===== src/rtl/dp_types_pkg.sv =====
// Shared datapath types: stage-register mode selector and the packed stage payloads
// carried between the five pipeline stages.
package dp_types_pkg;

  typedef enum logic {MODE_PLAIN, MODE_SKID} pipemode_t;

  typedef struct packed {
    logic [31:0] pc;
    logic [31:0] instr;
  } if_id_t;

  typedef struct packed {
    logic [31:0] pc;
    logic [31:0] rs1_val;
    logic [31:0] rs2_val;
    logic [31:0] imm;
    logic [4:0]  rd;
    logic [3:0]  alu_op;
    logic        wb_en;
  } id_ex_t;

  typedef struct packed {
    logic [31:0] alu_res;
    logic [31:0] st_data;
    logic [4:0]  rd;
    logic        mem_rd;
    logic        mem_wr;
    logic        wb_en;
  } ex_mem_t;

  typedef struct packed {
    logic [31:0] wb_data;
    logic [4:0]  rd;
    logic        wb_en;
  } mem_wb_t;

endpackage


===== src/rtl/sat_counter.sv =====
// Saturating event counter with synchronous clear; clear takes priority over increment.
module sat_counter #(
  parameter int unsigned CNT_W = 16
) (
  input  logic             CLK,
  input  logic             nRST,
  input  logic             inc,
  input  logic             clr,
  output logic [CNT_W-1:0] count
);

  logic [CNT_W-1:0] r_count;

  always_ff @(posedge CLK or negedge nRST) begin
    if (!nRST) begin
      r_count <= '0;
    end else if (clr) begin
      r_count <= '0;
    end else if (inc && (r_count != {CNT_W{1'b1}})) begin
      r_count <= r_count + CNT_W'(1'b1);
    end
  end

  assign count = r_count;

endmodule


===== src/rtl/pipe_stage_buf.sv =====
// Generic pipeline-stage register with valid/ready handshake, flush and stall/bubble counters.
// MODE_SKID holds up to two entries so that in_ready comes straight from a flop.
module pipe_stage_buf
  import dp_types_pkg::*;
#(
  parameter int unsigned      WIDTH   = $bits(if_id_t),
  parameter pipemode_t        MODE    = MODE_SKID,
  parameter int unsigned      CNT_W   = 16,
  parameter logic [WIDTH-1:0] NOP_VAL = '0
) (
  input  logic             CLK,
  input  logic             nRST,
  input  logic             flush,
  input  logic             in_valid,
  output logic             in_ready,
  input  logic [WIDTH-1:0] in_data,
  output logic             out_valid,
  input  logic             out_ready,
  output logic [WIDTH-1:0] out_data,
  output logic [CNT_W-1:0] stall_cnt,
  output logic [CNT_W-1:0] bubble_cnt,
  input  logic             clr_cnt
);

  logic             r_main_v, r_skid_v, r_in_ready;
  logic [WIDTH-1:0] r_main_d, r_skid_d;
  logic             w_main_v_d, w_skid_v_d, w_in_ready_d;
  logic [WIDTH-1:0] w_main_d_d, w_skid_d_d;
  logic             w_in_xfer, w_out_xfer;
  logic             w_stall_inc, w_bubble_inc, w_kill;

  assign in_ready   = (MODE == MODE_SKID) ? r_in_ready : (out_ready | ~r_main_v);
  assign out_valid  = r_main_v;
  assign out_data   = r_main_d;
  assign w_in_xfer  = in_valid & in_ready;
  assign w_out_xfer = r_main_v & out_ready;

  always_comb begin
    w_main_v_d = r_main_v;
    w_skid_v_d = r_skid_v;
    w_main_d_d = r_main_d;
    w_skid_d_d = r_skid_d;
    if (flush) begin
      w_main_v_d = 1'b0;
      w_skid_v_d = 1'b0;
      w_main_d_d = NOP_VAL;
      w_skid_d_d = NOP_VAL;
    end else if (MODE == MODE_PLAIN) begin
      if (w_in_xfer) begin
        w_main_v_d = 1'b1;
        w_main_d_d = in_data;
      end else if (w_out_xfer) begin
        w_main_v_d = 1'b0;
        w_main_d_d = NOP_VAL;
      end
    end else begin
      case ({r_main_v, r_skid_v})
        2'b00: begin
          if (w_in_xfer) begin
            w_main_v_d = 1'b1;
            w_main_d_d = in_data;
          end
        end
        2'b10: begin
          if (w_in_xfer && w_out_xfer) begin
            w_main_d_d = in_data;
          end else if (w_out_xfer) begin
            w_main_v_d = 1'b0;
            w_main_d_d = NOP_VAL;
          end else if (w_in_xfer) begin
            w_skid_v_d = 1'b1;
            w_skid_d_d = in_data;
          end
        end
        2'b11: begin
          // in_ready is low here, so only the downstream side can move
          if (w_out_xfer) begin
            w_main_d_d = r_skid_d;
            w_skid_v_d = 1'b0;
            w_skid_d_d = NOP_VAL;
          end
        end
        default: begin
          w_skid_v_d = 1'b0;
        end
      endcase
    end
    w_in_ready_d = ~w_skid_v_d;
  end

  always_ff @(posedge CLK or negedge nRST) begin
    if (!nRST) begin
      r_main_v   <= 1'b0;
      r_skid_v   <= 1'b0;
      r_main_d   <= NOP_VAL;
      r_skid_d   <= NOP_VAL;
      r_in_ready <= 1'b1;
    end else begin
      r_main_v   <= w_main_v_d;
      r_skid_v   <= w_skid_v_d;
      r_main_d   <= w_main_d_d;
      r_skid_d   <= w_skid_d_d;
      r_in_ready <= w_in_ready_d;
    end
  end

  // A flush kills something unless the only held entry leaves downstream that same cycle
  assign w_kill       = flush & (r_skid_v | (r_main_v & ~out_ready));
  assign w_stall_inc  = r_main_v & ~out_ready;
  assign w_bubble_inc = ~r_main_v | w_kill;

  sat_counter #(
    .CNT_W(CNT_W)
  ) u_stall_cnt (
    .CLK  (CLK),
    .nRST (nRST),
    .inc  (w_stall_inc),
    .clr  (clr_cnt),
    .count(stall_cnt)
  );

  sat_counter #(
    .CNT_W(CNT_W)
  ) u_bubble_cnt (
    .CLK  (CLK),
    .nRST (nRST),
    .inc  (w_bubble_inc),
    .clr  (clr_cnt),
    .count(bubble_cnt)
  );

endmodule


===== config.mk =====
export PLATFORM = sky130hd
export DESIGN_NAME = pipe_stage_buf
export DESIGN_NICKNAME = d
export VERILOG_FILES = /design/src/rtl/dp_types_pkg.sv /design/src/rtl/sat_counter.sv /design/src/rtl/pipe_stage_buf.sv
export SDC_FILE = /design/constraint.sdc
export NUM_CORES = 1
export LEC_CHECK = 0
export ABC_AREA = 1
export ABC_CLOCK_PERIOD_IN_PS = 3900
export CAP_MARGIN = 10
export CORE_MARGIN = 2
export CORE_UTILIZATION = 45
export CTS_CLUSTER_DIAMETER = 50
export CTS_CLUSTER_SIZE = 24
export DETAILED_ROUTE_END_ITERATION = 7
export HOLD_SLACK_MARGIN = 0.15
export PLACE_DENSITY = 0.69
export SYNTH_ARGS = -nofsm -noshare
export SYNTH_HDL_FRONTEND = slang
export SYNTH_SLANG_ARGS = --single-unit

===== constraint.sdc =====
create_clock -name CLK -period 3.9 [get_ports CLK]
set_input_delay 0.39 -clock CLK [delete_from_list [all_inputs] [get_ports CLK]]
set_output_delay 0.39 -clock CLK [all_outputs]
set_load 0.1 [all_outputs]

* Yosys cells after proc, flatten, opt, wreduce, memory -nomap -nowiden
Index checks and enable logic that the tools add are counted.
** Cells by class
- $add $sub $neg :: 2
- Multipliers :: 0
- Divide/modulo/power cells :: 0
- Magnitude comparators :: 0
- Eq/ne operators :: 11
- Shifts and indexed selects :: 0
- Muxes and demuxes :: 25
- Bitwise operators :: 9
- Reduce and logical (&&, ||, !) cells :: 12
** Operator list (count)
- $mux W64 :: 8
- $pmux W64 S3 :: 1
- $pmux W64 S2 :: 1
- $mux W16 :: 4
- $add A16 B1 Y16 const B :: 2
- $ne A16 B16 Y1 const B :: 2
- $ne A3 B3 Y1 const B :: 6
- $mux W1 :: 9
- $reduce_and A4 Y1 :: 2
- $reduce_bool A3 Y1 :: 2
- $reduce_and A5 Y1 :: 1
- $and A1 B1 Y1 :: 4
- $eq A2 B2 Y1 const B :: 2
- $ne A4 B4 Y1 const B :: 1
- $reduce_bool A2 Y1 :: 2
- $reduce_bool A4 Y1 :: 1
- $logic_and A1 B1 Y1 :: 3
- $not A1 Y1 :: 3
- $pmux W1 S3 :: 1
- $logic_not A2 Y1 :: 1
- $or A1 B1 Y1 :: 2
- $pmux W1 S2 :: 1
** Storage, ports and cells
- Bits in registers :: 163
- Latch bits :: 0
- Memory bits (writable) :: 0
- Memory bits (read-only) :: 0
- Bits of input ports :: 70
- Output and inout port bits :: 98
- Word-level logic and storage cells :: 66
- Memories :: 0

* Logic depth before layout (Yosys ltp)
Gate-level depths: netlist of the first run.
- Depth after elaboration :: 8
- Depth in mapped cells :: 10
- Gate-level depth less buffers :: 9

* By module
From an unflattened synthesis of the first run, not the netlist that was laid out.
** Unflattened totals
- Cell total of the unflattened synthesis :: 1237
- Area, all modules :: 8867.3 µm²
** Modules (own cells, without submodules)
- pipe_stage_buf :: times used 1, cells each 949, area each 6792.8 µm², seq. area each 3279.4 µm²
- sat_counter :: times used 2, cells each 144, area each 1037.2 µm², seq. area each 400.4 µm²

* Least setup slack after synthesis of the first run
No wires, ideal clock.
- Path kind :: reg2reg
- Start :: register u_bubble_cnt.r_count[1], in the netlist u_bubble_cnt.count[1]
- End :: register u_bubble_cnt.r_count[13], in the netlist u_bubble_cnt.count[13]
- Library setup time :: 0.068 ns
- Arrival time :: 2.230 ns
- Data required time :: 3.832 ns
- Setup slack :: 1.602 ns
- Stages on the path, launching flop included :: 11
- Path buffers :: 1
- Clock period less this slack :: 2.298 ns
- Cells stage by stage :: dfrtp_1 > ha_1 > nand3_1 > inv_1 > nand2_1 > nor2_2 > nor2_4 > nor2_4 > buf_4 > nand2_1 > nand2_1
** Between the ends
- Longest elaborated chain between the ends :: 3
- Elaborated cells on any way between the ends :: 6
- Those cells by class :: add/sub (1); eq/ne (1); mux (2); reduce/logical (2)
** RTL lines
- from (decl) :: line sat_counter.sv:12 : logic [CNT_W-1:0] r_count;
- from (signal assigned) :: line sat_counter.sv:20 : r_count <= r_count + CNT_W'(1'b1);
- $add A16 B1 Y16 / $ne A16 B16 Y1 (equally long branches) :: line sat_counter.sv:20, sat_counter.sv:19
- $mux W16 / $logic_and A1 B1 Y1 (equally long branches) :: line sat_counter.sv:19 : end else if (inc && (r_count != {CNT_W{1'b1}})) begin
- $mux W16 / $reduce_bool A2 Y1 (equally long branches)
Parallel ways exist; a longest one is shown, timed or not. The select of a mux whose other input is x is not followed.
A chain may end at the register's enable or synchronous reset.

* Worst setup path after layout of the first run
- Start :: register r_main_v, in the netlist out_valid
- End :: output port out_valid
** RTL lines
- from (decl) :: line pipe_stage_buf.sv:25 : logic r_main_v, r_skid_v, r_in_ready;
- from (signal assigned) :: line pipe_stage_buf.sv:99 : r_main_v <= w_main_v_d;
- to (decl) :: line pipe_stage_buf.sv:17 : output logic out_valid,
No word-level cell between the ends.

==> results of run 1 <==
synthesized netlist by cell type:
library cell	number	area share, %
sky130_fd_sc_hd__o21a_1	14	1.3
sky130_fd_sc_hd__clkbuf_2	1	0.060
sky130_fd_sc_hd__xor2_1	7	0.74
sky130_fd_sc_hd__a21boi_0	1	0.091
sky130_fd_sc_hd__o221ai_1	1	0.11
sky130_fd_sc_hd__nand3_1	36	2.2
sky130_fd_sc_hd__buf_2	26	1.6
sky130_fd_sc_hd__nand2_1	375	17
sky130_fd_sc_hd__inv_1	25	1.1
sky130_fd_sc_hd__o21ai_2	1	0.11
sky130_fd_sc_hd__inv_2	6	0.27
sky130_fd_sc_hd__nand2_4	2	0.27
sky130_fd_sc_hd__o211ai_1	47	4.3
sky130_fd_sc_hd__dfstp_2	1	0.32
sky130_fd_sc_hd__ha_1	2	0.30
sky130_fd_sc_hd__buf_4	17	1.5
sky130_fd_sc_hd__dfrtp_1	162	49
sky130_fd_sc_hd__clkbuf_1	21	0.95
sky130_fd_sc_hd__nand3b_1	2	0.18
sky130_fd_sc_hd__nand4_1	29	2.2
sky130_fd_sc_hd__o21ai_0	34	2.1
sky130_fd_sc_hd__o211ai_2	1	0.15
sky130_fd_sc_hd__nand2_2	1	0.075
sky130_fd_sc_hd__o21ai_1	116	7.0
sky130_fd_sc_hd__o21bai_1	5	0.45
sky130_fd_sc_hd__buf_6	1	0.14
sky130_fd_sc_hd__nor2_4	4	0.54
sky130_fd_sc_hd__or2_2	5	0.38
sky130_fd_sc_hd__buf_1	3	0.14
sky130_fd_sc_hd__o311ai_0	1	0.11
sky130_fd_sc_hd__nor2_2	7	0.53
sky130_fd_sc_hd__a21oi_2	1	0.11
sky130_fd_sc_hd__nor2_1	111	5.0
area by class of cell:
cell class	count	share of cell area [%]
sequential	163	38.4
multi-input combinational	803	35.4
timing repair buffer	180	17.0
clock buffer	21	4.43
tap	229	2.70
inverter	31	1.10
clock inverter	9	1.00
antenna	1	0.0235
cell families after synthesis:
group,synth area share (%)
AO/OA/AOI/OAI,15.7
adder cells (fa/ha/maj),0.302
flip-flops,49.2
AND/OR/NAND/NOR,28.3
XOR/XNOR,0.739
buffers and inverters,5.79
registers in the layout (all words and copies together), names as in the netlist:
name and cells:
in_ready 1, out_data 64, out_valid 1, r_skid_d 64, r_skid_v 1, u_bubble_cnt.count 16, u_stall_cnt.count 16
repair_timing:
| item | 4_1_cts | 5_1_grt |
|---|---|---|
| endpoints found under the hold margin | 70 | 0 |
| hold buffers | 1 | 0 |
| gates resized for setup | 0 | 0 |
per-stage QoR:
stage | instances | util [%] | setup WS (ns)
final | 1437 | 59.0 | 0.891
after global routing | 1436 | 58.9 | 0.819
after CTS | 1436 | 58.9 | 0.872
after detailed placement | 1405 | 55.7 | 1.22
after global placement | 1405 | 55.7 | 1.26
after floorplan | 1066 | - | 1.60
power by group through the flow:
| stage | Sequential, mW | Combinational [mW] | Clock (mW) |
|---|---|---|---|
| floorplan | 2.57 | 0.370 | 0 |
| global placement | 1.99 | 1.33 | 0 |
| detailed placement | 1.98 | 1.35 | 0 |
| CTS | 1.96 | 1.35 | 1.70 |
| global route | 1.98 | 1.42 | 1.76 |
| finish | 1.96 | 1.34 | 1.67 |
per-layer routing:
| layer | part of all wire (%) | vias up | GRT usage (%) | routed length, um |
|---|---|---|---|---|
| li1 | - | 3783 | - | - |
| met1 | 45 | 3555 | 30.7 | 9820 |
| met2 | 47 | 197 | 36.1 | 10300 |
| met3 | 6.8 | 19 | 5.64 | 1480 |
| met4 | 1.2 | 0 | 5.58 | 262 |
| met5 | 0 | - | 0 | 0 |
worst min path at each step:
stage,from,end,slack [ns],depth (start not counted)
detailed placement,nRST,u_bubble_cnt.count[5],0.45,1
global route,r_skid_d[3],r_skid_d[3],0.51,2
CTS,out_data[53],out_data[53],0.49,2
floorplan,nRST,out_data[0],0.09,0
global placement,nRST,u_bubble_cnt.count[5],0.46,1
finish,out_data[62],out_data[62],0.49,2
==> reports/results.env, run 1 <==
POST-ROUTE-CELL-AREA_SQ_UM=10600
SWITCHING_SHARE_PCT=36.0
NET-SWITCHING-POWER_mW=1.79
SYN_NETS=1138
ROUTED-VIA-COUNT=7554
POWER_DENSITY_nW_PER_UM2=467
POSTPLACECELLAREA_SQ_UM=10000
SLOWEST_STAGE='sky130_fd_sc_hd__clkdlybuf4s50_1'
ROUTABILITYCONGESTION=0.836
FIN_WORST_HOLD_SLACK_NS=0.488
CLK_PIN_SLEW_NS=0.06
START_POINT_OF_THE_CRITICAL_PATH='out_valid'
CELL_INTERNAL_PWR_mW=3.18
P_COMB_SHARE_PCT=27.0
POST_CTS.REPAIR.SETUP_BUFFERS=0
WL_MM=21.9
GRT_OVERFLOW=0
LAYOUT-AREA-OVERHEAD-VS-SYNTH_PCT=28.1
DIE_H_UM=140
CRIT_PATH_CELL_TRACE='clkdlybuf4s50_1'
MAXCAPVIOLATIONS=0
CTSHTREEMAXLEVEL=4
WORST-PATH-BUF-INV=1
DRT_PRE_ANTENNA_ITERS=5
TIMING.FINAL.SETUP_VIOLATIONS=0
CTS.ROOT.BUFFER_CELL='sky130_fd_sc_hd__clkbuf_16'
TIMING.RR.END='out_data[19]'
SYNTH-SEQ-AREA-SHARE_PCT=49.2
ROUTED_VIA_DENSITY=5.26
TIMING.FINAL.CRIT_SHARE_PCT=77.2
WIRE_LENGTH_OF_THE_FIRST_GLOBAL_ROUTING_PASS_MM=35.8
CP-END-KIND='output port'
GRT_START_MAX_NET_PINS=129
CLOCK_INSERTION_DELAY_WORST_SKEW_NS=0.43
LEADING_CELL_TYPES_IN_THE_LAYOUT_FILL_AND_TAPS_EXCLUDED='375 x sky130_fd_sc_hd__nand2_1, 165 x sky130_fd_sc_hd__clkdlybuf4s50_1, 162 x sky130_fd_sc_hd__dfrtp_1, 115 x sky130_fd_sc_hd__o21ai_1, 111 x sky130_fd_sc_hd__nor2_1'
REGTOREGSETUPSLACK_NS=1.24
POSTSYNTHREGISTERBITS=163
POST-ROUTE-DRC-COUNT=0
WORST_PATH_LARGEST_CELL_DELAY_NS=1.30
FINALNETCOUNT=1268
TOTALPOWERFINAL_mW=4.97
TIMING.CRITICAL_PATH.TO='out_valid'
PORT_BUFFERS=167
GRT_ANTENNA_BEFORE_REPAIR=1
CP_TOP_FAMILY='buffers and inverters'
SYNTH.YOSYS.WARNINGS=0
CLOCK_SINK_COUNT=163
SYN_AREA_PER_CELL_SQ_UM=7.78
P_LEAK_nW=4.61
GRT_USAGE_PCT=22.5
TIMING_HOLD_VIOLATIONS_FINAL=0
TIMING.CRITICAL_PATH.REQUIRED_NS=3.51
DISTINCT_CELL_TYPE_COUNT_AFTER_SYNTHESIS=33
TIMING_WORST_SLEW_PIN_VALUE_NS=1.05
GRT_SETUP_UNREPAIRED='no'
SEQ_AREA_SQ_UM=4080
ANT_NETS=0
FIN_SKEW_NS=0.0104
CORE.ROWCOUNT=49
FMAX_ACHIEVED_MHz=332
LAYOUT.CELLS.MOST_COMMON='sky130_fd_sc_hd__nand2_1'
FIN_TNS_SETUP_NS=0
WORST-PATH-STAGES=1
FLOORPLAN.DIE_AREA_SQ_UM=19500
STARTING_DRT_DRC_COUNT=585
SYNTHCELLS=1066
VDD_DROP_MAX_mV=0.327
GRT_PASS1_VIAS=7148
REG2REG_FROM='out_valid'
CLOCK_TREE_FROM_TRITONCTS='yes'
RR_WORST_DEPTH=9
DRV_SLEW=0
POST_ROUTE_CELLS_DRIVE_ABOVE_1_SHARE_PCT=6.05
PERIOD_MINUS_SLACK_NS=3.01
AREA_OF_THE_MULTI_INPUT_GATES_SQ_UM=3760
TIMING.SETUP.CRITICAL_PATH_CLASS='flip-flop to output port'
TIMING.SLEW.HEADROOM_PCT=29.6
PLACEABLECOREAREA_SQ_UM=18000
FILLER_CELL_COUNT=1685
CP-START-KIND='flip-flop'
PLACE.DETAILED.HPWL_MM=13.9
CLOCK_PATH_BUFFERS=2
CHIPWIDTH_UM=140
WORSTHOLDPATHTYPE='flip-flop to flip-flop'
RUN_STATUS='complete, no violations'
PWR-SHARE-CLK_PCT=33.6
DRT-WIRELENGTH-PER-CELL_UM=15.2
SHARE_SEQ_OF_TOTAL_POWER_PCT=39.5
IO_PINS=168
TIMING.CRITICAL_PATH.ARRIVAL_NS=2.62
START_UTIL_PCT=46.0
CRITICAL_PATH_FANOUTS_MAX=21
SYN_AREA_SQ_UM=8300
CTS-BUFFERS-INSERTED=17
Power figures use the tool's default switching activity.
==> run 2, diff against run 1 <==
--- a/config.mk
+++ b/config.mk
@@ -6,7 +6,7 @@
 export NUM_CORES = 1
 export LEC_CHECK = 0
 export ABC_AREA = 1
-export ABC_CLOCK_PERIOD_IN_PS = 3900
+export ABC_CLOCK_PERIOD_IN_PS = 2700
 export CAP_MARGIN = 10
 export CORE_MARGIN = 2
 export CORE_UTILIZATION = 45
@@ -14,7 +14,7 @@
 export CTS_CLUSTER_SIZE = 24
 export DETAILED_ROUTE_END_ITERATION = 7
 export HOLD_SLACK_MARGIN = 0.15
-export PLACE_DENSITY = 0.69
+export PLACE_DENSITY = 0.72
 export SYNTH_ARGS = -nofsm -noshare
 export SYNTH_HDL_FRONTEND = slang
 export SYNTH_SLANG_ARGS = --single-unit
==> constraint.sdc (replaced) <==
create_clock -name CLK -period 2.7 [get_ports CLK]
set_input_delay 0.27 -clock CLK [delete_from_list [all_inputs] [get_ports CLK]]
set_output_delay 0.27 -clock CLK [all_outputs]
set_load 0.1 [all_outputs]
==> run 2 against run 1 <==
Net effect: clock power up 44%; sequential share of layout area up 0.58 points; cell area down 1.5%.
==> reports/results.env, run 2 (synthesis results as in run 1) <==
RUN_STATUS='complete, no violations'  # unchanged
IO_PINS=168  # unchanged
CTS-BUFFERS-INSERTED=17  # unchanged
LAYOUT.CELLS.MOST_COMMON='sky130_fd_sc_hd__nand2_1'  # unchanged
REGTOREGSETUPSLACK_NS=0.71  # was 1.24 ns
ROUTED-VIA-COUNT=7597  # was 7554
CRITICAL_PATH_FANOUTS_MAX=16  # was 21
POST-ROUTE-DRC-COUNT=0  # unchanged
GRT_USAGE_PCT=22.4  # was 22.5%
CLOCK_SINK_COUNT=163  # unchanged
GRT_START_MAX_NET_PINS=89  # was 129
ROUTABILITYCONGESTION=0.856  # was 0.836
VDD_DROP_MAX_mV=0.491  # was 0.327 mV
TIMING.FINAL.CRIT_SHARE_PCT=73.7
CLOCK_PATH_BUFFERS=2  # unchanged
DRT-WIRELENGTH-PER-CELL_UM=15.0  # was 15.2 um
PERIOD_MINUS_SLACK_NS=1.99
REG2REG_FROM='out_valid'  # unchanged
POWER_DENSITY_nW_PER_UM2=682  # was 467 nW/um^2
TIMING.SLEW.HEADROOM_PCT=41.7  # was 29.6%
WORSTHOLDPATHTYPE='input port to flip-flop'  # was flip-flop to flip-flop
RR_WORST_DEPTH=7  # was 9
LEADING_CELL_TYPES_IN_THE_LAYOUT_FILL_AND_TAPS_EXCLUDED='375 x sky130_fd_sc_hd__nand2_1, 162 x sky130_fd_sc_hd__dfrtp_1, 115 x sky130_fd_sc_hd__o21ai_1, 113 x sky130_fd_sc_hd__buf_4, 111 x sky130_fd_sc_hd__nor2_1'  # was 375 x sky130_fd_sc_hd__nand2_1, 165 x sky130_fd_sc_hd__clkdlybuf4s50_1, 162 x sky130_fd_sc_hd__dfrtp_1, 115 x sky130_fd_sc_hd__o21ai_1, 111 x sky130_fd_sc_hd__nor2_1
ROUTED_VIA_DENSITY=5.25  # was 5.26
FLOORPLAN.DIE_AREA_SQ_UM=19500  # unchanged
CLOCK_TREE_FROM_TRITONCTS='yes'  # unchanged
START_POINT_OF_THE_CRITICAL_PATH='out_valid'  # unchanged
GRT_SETUP_UNREPAIRED='no'  # unchanged
MAXCAPVIOLATIONS=0  # unchanged
CTS_RESIZED=0  # unchanged
DRV_SLEW=0  # unchanged
TIMING_HOLD_VIOLATIONS_FINAL=0  # unchanged
PLACE.DETAILED.HPWL_MM=14.1  # was 13.9 mm
CHIPWIDTH_UM=140  # unchanged
PORT_BUFFERS=167  # unchanged
TIMING.CRITICAL_PATH.REQUIRED_NS=3.05  # was 3.51 ns
CLOCK_INSERTION_DELAY_WORST_SKEW_NS=0.43  # about the same
CP-START-KIND='flip-flop'  # unchanged
TIMING_WORST_SLEW_PIN_VALUE_NS=0.875  # was 1.05 ns
FINALNETCOUNT=1276  # was 1268
CTS.ROOT.BUFFER_CELL='sky130_fd_sc_hd__clkbuf_16'  # unchanged
STARTING_DRT_DRC_COUNT=462  # was 585
FIN_TNS_SETUP_NS=0  # unchanged
DRT_PRE_ANTENNA_ITERS=5  # unchanged
GRT_OVERFLOW=0  # unchanged
CORE.ROWCOUNT=49  # unchanged
CP-END-KIND='flip-flop'  # was output port
FIN_SKEW_NS=0.00735  # was 0.0104 ns
INSERTEDDIODECOUNT=0  # was 1
LAYOUT-AREA-OVERHEAD-VS-SYNTH_PCT=26.2  # was 28.1%
GRT_PASS1_VIAS=6826  # was 7148
P_LEAK_nW=4.83  # was 4.61 nW
WL_MM=21.7  # was 21.9 mm
TIMING.CRITICAL_PATH.TO='out_data[39]'  # was out_valid
POST_ROUTE_CELLS_DRIVE_ABOVE_1_SHARE_PCT=15.0  # was 6.05%
TIMING.SETUP.CRITICAL_PATH_CLASS='flip-flop to flip-flop'  # was flip-flop to output port
ANT_NETS=0  # unchanged
FMAX_ACHIEVED_MHz=503
PLACEABLECOREAREA_SQ_UM=18000  # unchanged
GRT_ANTENNA_BEFORE_REPAIR=0  # was 1
FINAL_CORE_UTIL_PCT=58.1  # was 59.0%
TIMING.RR.END='out_data[39]'  # was out_data[19]
DIE_H_UM=140  # unchanged
TIMING.FINAL.SETUP_VIOLATIONS=0  # unchanged
CTSHTREEMAXLEVEL=4  # unchanged
WIRE_LENGTH_OF_THE_FIRST_GLOBAL_ROUTING_PASS_MM=35.5  # was 35.8 mm
TIMING.CRITICAL_PATH.ARRIVAL_NS=2.34  # was 2.62 ns
CLK_PIN_SLEW_NS=0.06  # about the same
START_UTIL_PCT=46.0  # unchanged
[run 2: how the worst min path moves through the flow]
stage	start	end	slack [ns]	cells after the start
after global placement	nRST	u_bubble_cnt.count[5]	0.30	1
after floorplan	nRST	out_data[0]	-0.03	0
after detailed placement	nRST	u_bubble_cnt.count[6]	0.31	1
after global routing	flush	in_ready	0.26	3
after CTS	flush	in_ready	0.23	3
final	flush	in_ready	0.26	3
[run 2: final cells by class]
class	count	area, sq um
fillers	1659	7560
multi-input cells	803	3760
well taps	229	287
inverters	31	116
flip-flops and latches	163	4080
clock buffers	21	480
repair buffers	188	1650
clock inverters	11	101
[run 2: report_power, final]
group,total [mW],internal [mW],switching (mW)
Combinational,1.92,0.466,1.45
Clock,2.40,1.37,1.03
Sequential,2.82,2.67,0.150
Total,7.14,4.51,2.63
[run 2: critical path, stage by stage, from the launching register on]
cell                      delay [ns]
sky130_fd_sc_hd__dfrtp_1        0.53
sky130_fd_sc_hd__buf_4          0.30
sky130_fd_sc_hd__nand2_4        0.11
sky130_fd_sc_hd__nor2_4         0.35
sky130_fd_sc_hd__nor2_2         0.22
sky130_fd_sc_hd__o21ai_0        0.21
sky130_fd_sc_hd__nand2_1        0.07
sky130_fd_sc_hd__o21ai_1        0.12
[run 2: what timing repair did]
action,in CTS,in global routing
hold endpoints to repair,58,0
buffers inserted,0,0
hold buffers,1,0
[run 2: metrics by stage]
step                total power [mW]  cell area, sq um  setup slack [ns]  cells  hold WS [ns]
floorplan                       4.24              8300             0.402   1066       -0.0256
global placement                4.77              9880             0.587   1413         0.303
detailed placement              4.79              9880             0.525   1413         0.305
CTS                             7.20             10500             0.684   1446         0.229
global route                    7.43             10500             0.487   1446         0.264
finish                          7.14             10500             0.711   1446         0.257
[run 2: layer usage]
metal	track usage [%]	part of all wire (%)
met3	5.20	6.2
met1	31.7	46
met5	0	0
met4	6.11	1.4
met2	35.0	46
==> run 3, diff against run 2 <==
--- a/config.mk
+++ b/config.mk
@@ -6,7 +6,7 @@
 export NUM_CORES = 1
 export LEC_CHECK = 0
 export ABC_AREA = 1
-export ABC_CLOCK_PERIOD_IN_PS = 2700
+export ABC_CLOCK_PERIOD_IN_PS = 1750
 export CAP_MARGIN = 10
 export CORE_MARGIN = 2
 export CORE_UTILIZATION = 45
==> constraint.sdc (replaced) <==
create_clock -name CLK -period 1.75 [get_ports CLK]
set_input_delay 0.175 -clock CLK [delete_from_list [all_inputs] [get_ports CLK]]
set_output_delay 0.175 -clock CLK [all_outputs]
set_load 0.1 [all_outputs]
==> run 3 against run 2 <==
Net effect: combinational power is 68% higher; sequential power rose by 55%; critical path depth rose by 3; register-to-register slack worse by 0.67 ns; sequential share of layout area is 1.8 points lower; cell count is 2.1% higher; first-iteration DRC count rose by 22%; critical path type unchanged; fmax grew 17%; clock skew is 0.0014 ns higher; highest routed layer unchanged; flip-flop and latch count did not move; via count is 3.4% higher; worst hold slack got worse by 0.015 ns.
==> reports/results.env, run 3 (synthesis results as in run 1) <==
CLK_PIN_SLEW_NS=0.07  # was 0.06 ns
PERIOD_MINUS_SLACK_NS=1.71  # was 1.99 ns
RUN_STATUS='complete, no violations'  # unchanged
TIMING.CRITICAL_PATH.ARRIVAL_NS=2.02  # was 2.34 ns
PLACE.DETAILED.INSTANCES=1432  # was 1413
ANT_NETS=0  # unchanged
REG2REG_FROM='u_bubble_cnt.count[1]'  # was out_valid
DRT-WIRELENGTH-PER-CELL_UM=15.4  # was 15.0 um
CRITICAL_PATH_FANOUTS_MAX=8  # was 16
TIMING_WORST_SLEW_PIN_VALUE_NS=0.423  # was 0.875 ns
FLOORPLAN.DIE_AREA_SQ_UM=19500  # unchanged
GLOBALROUTEMET1UTIL_PCT=30.8  # was 31.7%
TIMING.SLEW.HEADROOM_PCT=71.8  # was 41.7%
TIMING.SETUP.CRITICAL_PATH_CLASS='flip-flop to flip-flop'  # unchanged
P_LEAK_nW=5.02  # was 4.83 nW
LAYOUT-AREA-OVERHEAD-VS-SYNTH_PCT=34.3  # was 26.2%
VDD_DROP_MAX_mV=0.783  # was 0.491 mV
WL_MM=22.7  # was 21.7 mm
GRT_START_MAX_NET_PINS=80  # was 89
CP-START-KIND='flip-flop'  # unchanged
TOTALPOWERFINAL_mW=11.2  # was 7.14 mW
DRV_SLEW=0  # unchanged
TIMING.RR.END='u_bubble_cnt.count[10]'  # was out_data[39]
TIMING_HOLD_VIOLATIONS_FINAL=0  # unchanged
CORE.ROWCOUNT=49  # unchanged
STARTING_DRT_DRC_COUNT=563  # was 462
GRT.MET2_USAGE_PCT=36.5  # was 35.0%
LEADING_CELL_TYPES_IN_THE_LAYOUT_FILL_AND_TAPS_EXCLUDED='372 x sky130_fd_sc_hd__nand2_1, 129 x sky130_fd_sc_hd__dfrtp_1, 117 x sky130_fd_sc_hd__buf_4, 115 x sky130_fd_sc_hd__o21ai_1, 111 x sky130_fd_sc_hd__nor2_1'  # was 375 x sky130_fd_sc_hd__nand2_1, 162 x sky130_fd_sc_hd__dfrtp_1, 115 x sky130_fd_sc_hd__o21ai_1, 113 x sky130_fd_sc_hd__buf_4, 111 x sky130_fd_sc_hd__nor2_1
TIMING.FINAL.CRIT_SHARE_PCT=97.5  # was 73.7%
RR_WORST_DEPTH=10  # was 7
FINAL_CELL_COUNT_NO_FILL=1477  # was 1446
CTS.ROOT.BUFFER_CELL='sky130_fd_sc_hd__clkbuf_16'  # unchanged
FMAX_ACHIEVED_MHz=586  # was 503 MHz
REGTOREGSETUPSLACK_NS=0.04  # was 0.71 ns
FINALNETCOUNT=1306  # was 1276
WIRE_LENGTH_OF_THE_FIRST_GLOBAL_ROUTING_PASS_MM=35.8  # was 35.5 mm
TIMING.CRITICAL_PATH.REQUIRED_NS=2.06  # was 3.05 ns
GRT_ANTENNA_BEFORE_REPAIR=1  # was 0
MAXCAPVIOLATIONS=0  # unchanged
CLOCK_SINK_COUNT=163  # unchanged
POST-ROUTE-DRC-COUNT=0  # unchanged
TIMING.FINAL.SETUP_VIOLATIONS=0  # unchanged
MET3_USAGE_PCT=4.54  # was 5.20%
START_POINT_OF_THE_CRITICAL_PATH='u_bubble_cnt.count[1]'  # was out_valid
IO_PINS=168  # unchanged
POWER_DENSITY_nW_PER_UM2=1010  # was 682 nW/um^2
ROUTED-VIA-COUNT=7854  # was 7597
FIN_SKEW_NS=0.00872  # was 0.00735 ns
GRT_OVERFLOW=0  # unchanged
LAYOUT.CELLS.MOST_COMMON='sky130_fd_sc_hd__nand2_1'  # unchanged
CHIPWIDTH_UM=140  # unchanged
FINAL_CORE_UTIL_PCT=61.8  # was 58.1%
PLACE.DETAILED.HPWL_MM=14.7  # was 14.1 mm
GRT_PASS1_VIAS=7077  # was 6826
GRT_USAGE_PCT=22.5  # was 22.4%
WORSTHOLDPATHTYPE='input port to async pin'  # was input port to flip-flop
GRT.BUSIEST_LAYER='met2'  # unchanged
CTS-BUFFERS-INSERTED=17  # unchanged
POST_ROUTE_CELLS_DRIVE_ABOVE_1_SHARE_PCT=20.0  # was 15.0%
PLACEABLECOREAREA_SQ_UM=18000  # unchanged
DIE_H_UM=140  # unchanged
CP-END-KIND='flip-flop'  # unchanged
CLOCK_PATH_BUFFERS=2  # unchanged
ROUTED_VIA_DENSITY=5.32  # was 5.25
CLOCK_TREE_FROM_TRITONCTS='yes'  # unchanged
DRT_PRE_ANTENNA_ITERS=5  # unchanged
ROUTABILITYCONGESTION=0.863  # was 0.856
START_UTIL_PCT=46.0  # unchanged
CLOCK_INSERTION_DELAY_WORST_SKEW_NS=0.43  # about the same
PORT_BUFFERS=167  # unchanged
CTSHTREEMAXLEVEL=4  # unchanged
## run 3: cell type report
type,instances,area (sq um)
well taps,229,287
repair buffers,218,2210
flip-flops and latches,163,4150
multi-input cells,803,3810
clock inverters,13,129
inverters,31,119
fillers,1583,6880
clock buffers,19,443
diodes,1,2.50
## run 3: report_power, final
group          internal, mW  switching (mW)
Sequential             4.13           0.238
Clock                  2.02            1.61
Combinational         0.918            2.32
## run 3: worst max-delay path by stage
stage                        endpoint  slack (ns)  cells past startpoint
2_1_floorplan            out_data[23]      0.0006                      9
3_3_place_gp   u_bubble_cnt.count[14]        0.03                      9
3_5_place_dp             r_skid_d[23]       -0.02                      7
4_1_cts                  r_skid_d[38]        0.05                      8
5_1_grt        u_bubble_cnt.count[10]       -0.03                     10
6_report       u_bubble_cnt.count[10]        0.04                     10
## run 3: through the flow
stage | hold slack (ns) | instance area, sq um | setup WS [ns] | setup TNS (ns)
after floorplan | -0.121 | 8410 | 0.000640 | 0
after global placement | 0.132 | 10400 | 0.0276 | 0
after detailed placement | 0.132 | 10400 | -0.0163 | -0.0478
after CTS | 0.214 | 11000 | 0.0524 | 0
after global routing | 0.245 | 11100 | -0.0262 | -0.183
final | 0.242 | 11100 | 0.0438 | 0
## run 3: repair_timing
action	CTS	global route
hold endpoints to repair	162	0
hold buffers	1	0
setup buffers	0	8
setup endpoints to repair	0	64
resized for setup	0	4
## run 3: worst max-delay path, stage by stage, from the launching register on
cell and delay [ns]:
sky130_fd_sc_hd__dfrtp_4 0.51, sky130_fd_sc_hd__ha_4 0.17, sky130_fd_sc_hd__nand3_1 0.12, sky130_fd_sc_hd__inv_1 0.08, sky130_fd_sc_hd__nand2_2 0.11, sky130_fd_sc_hd__nor2_4 0.05
sky130_fd_sc_hd__nor2_4 0.21, sky130_fd_sc_hd__nor2_4 0.09, sky130_fd_sc_hd__buf_12 0.14, sky130_fd_sc_hd__nand2_1 0.05, sky130_fd_sc_hd__nand2_1 0.05
## run 3: per-layer routing
metal	vias to the layer above	wire length, um
met2	288	10600
met4	0	358
li1	3859	-
met5	-	0
met1	3683	10100
met3	24	1560
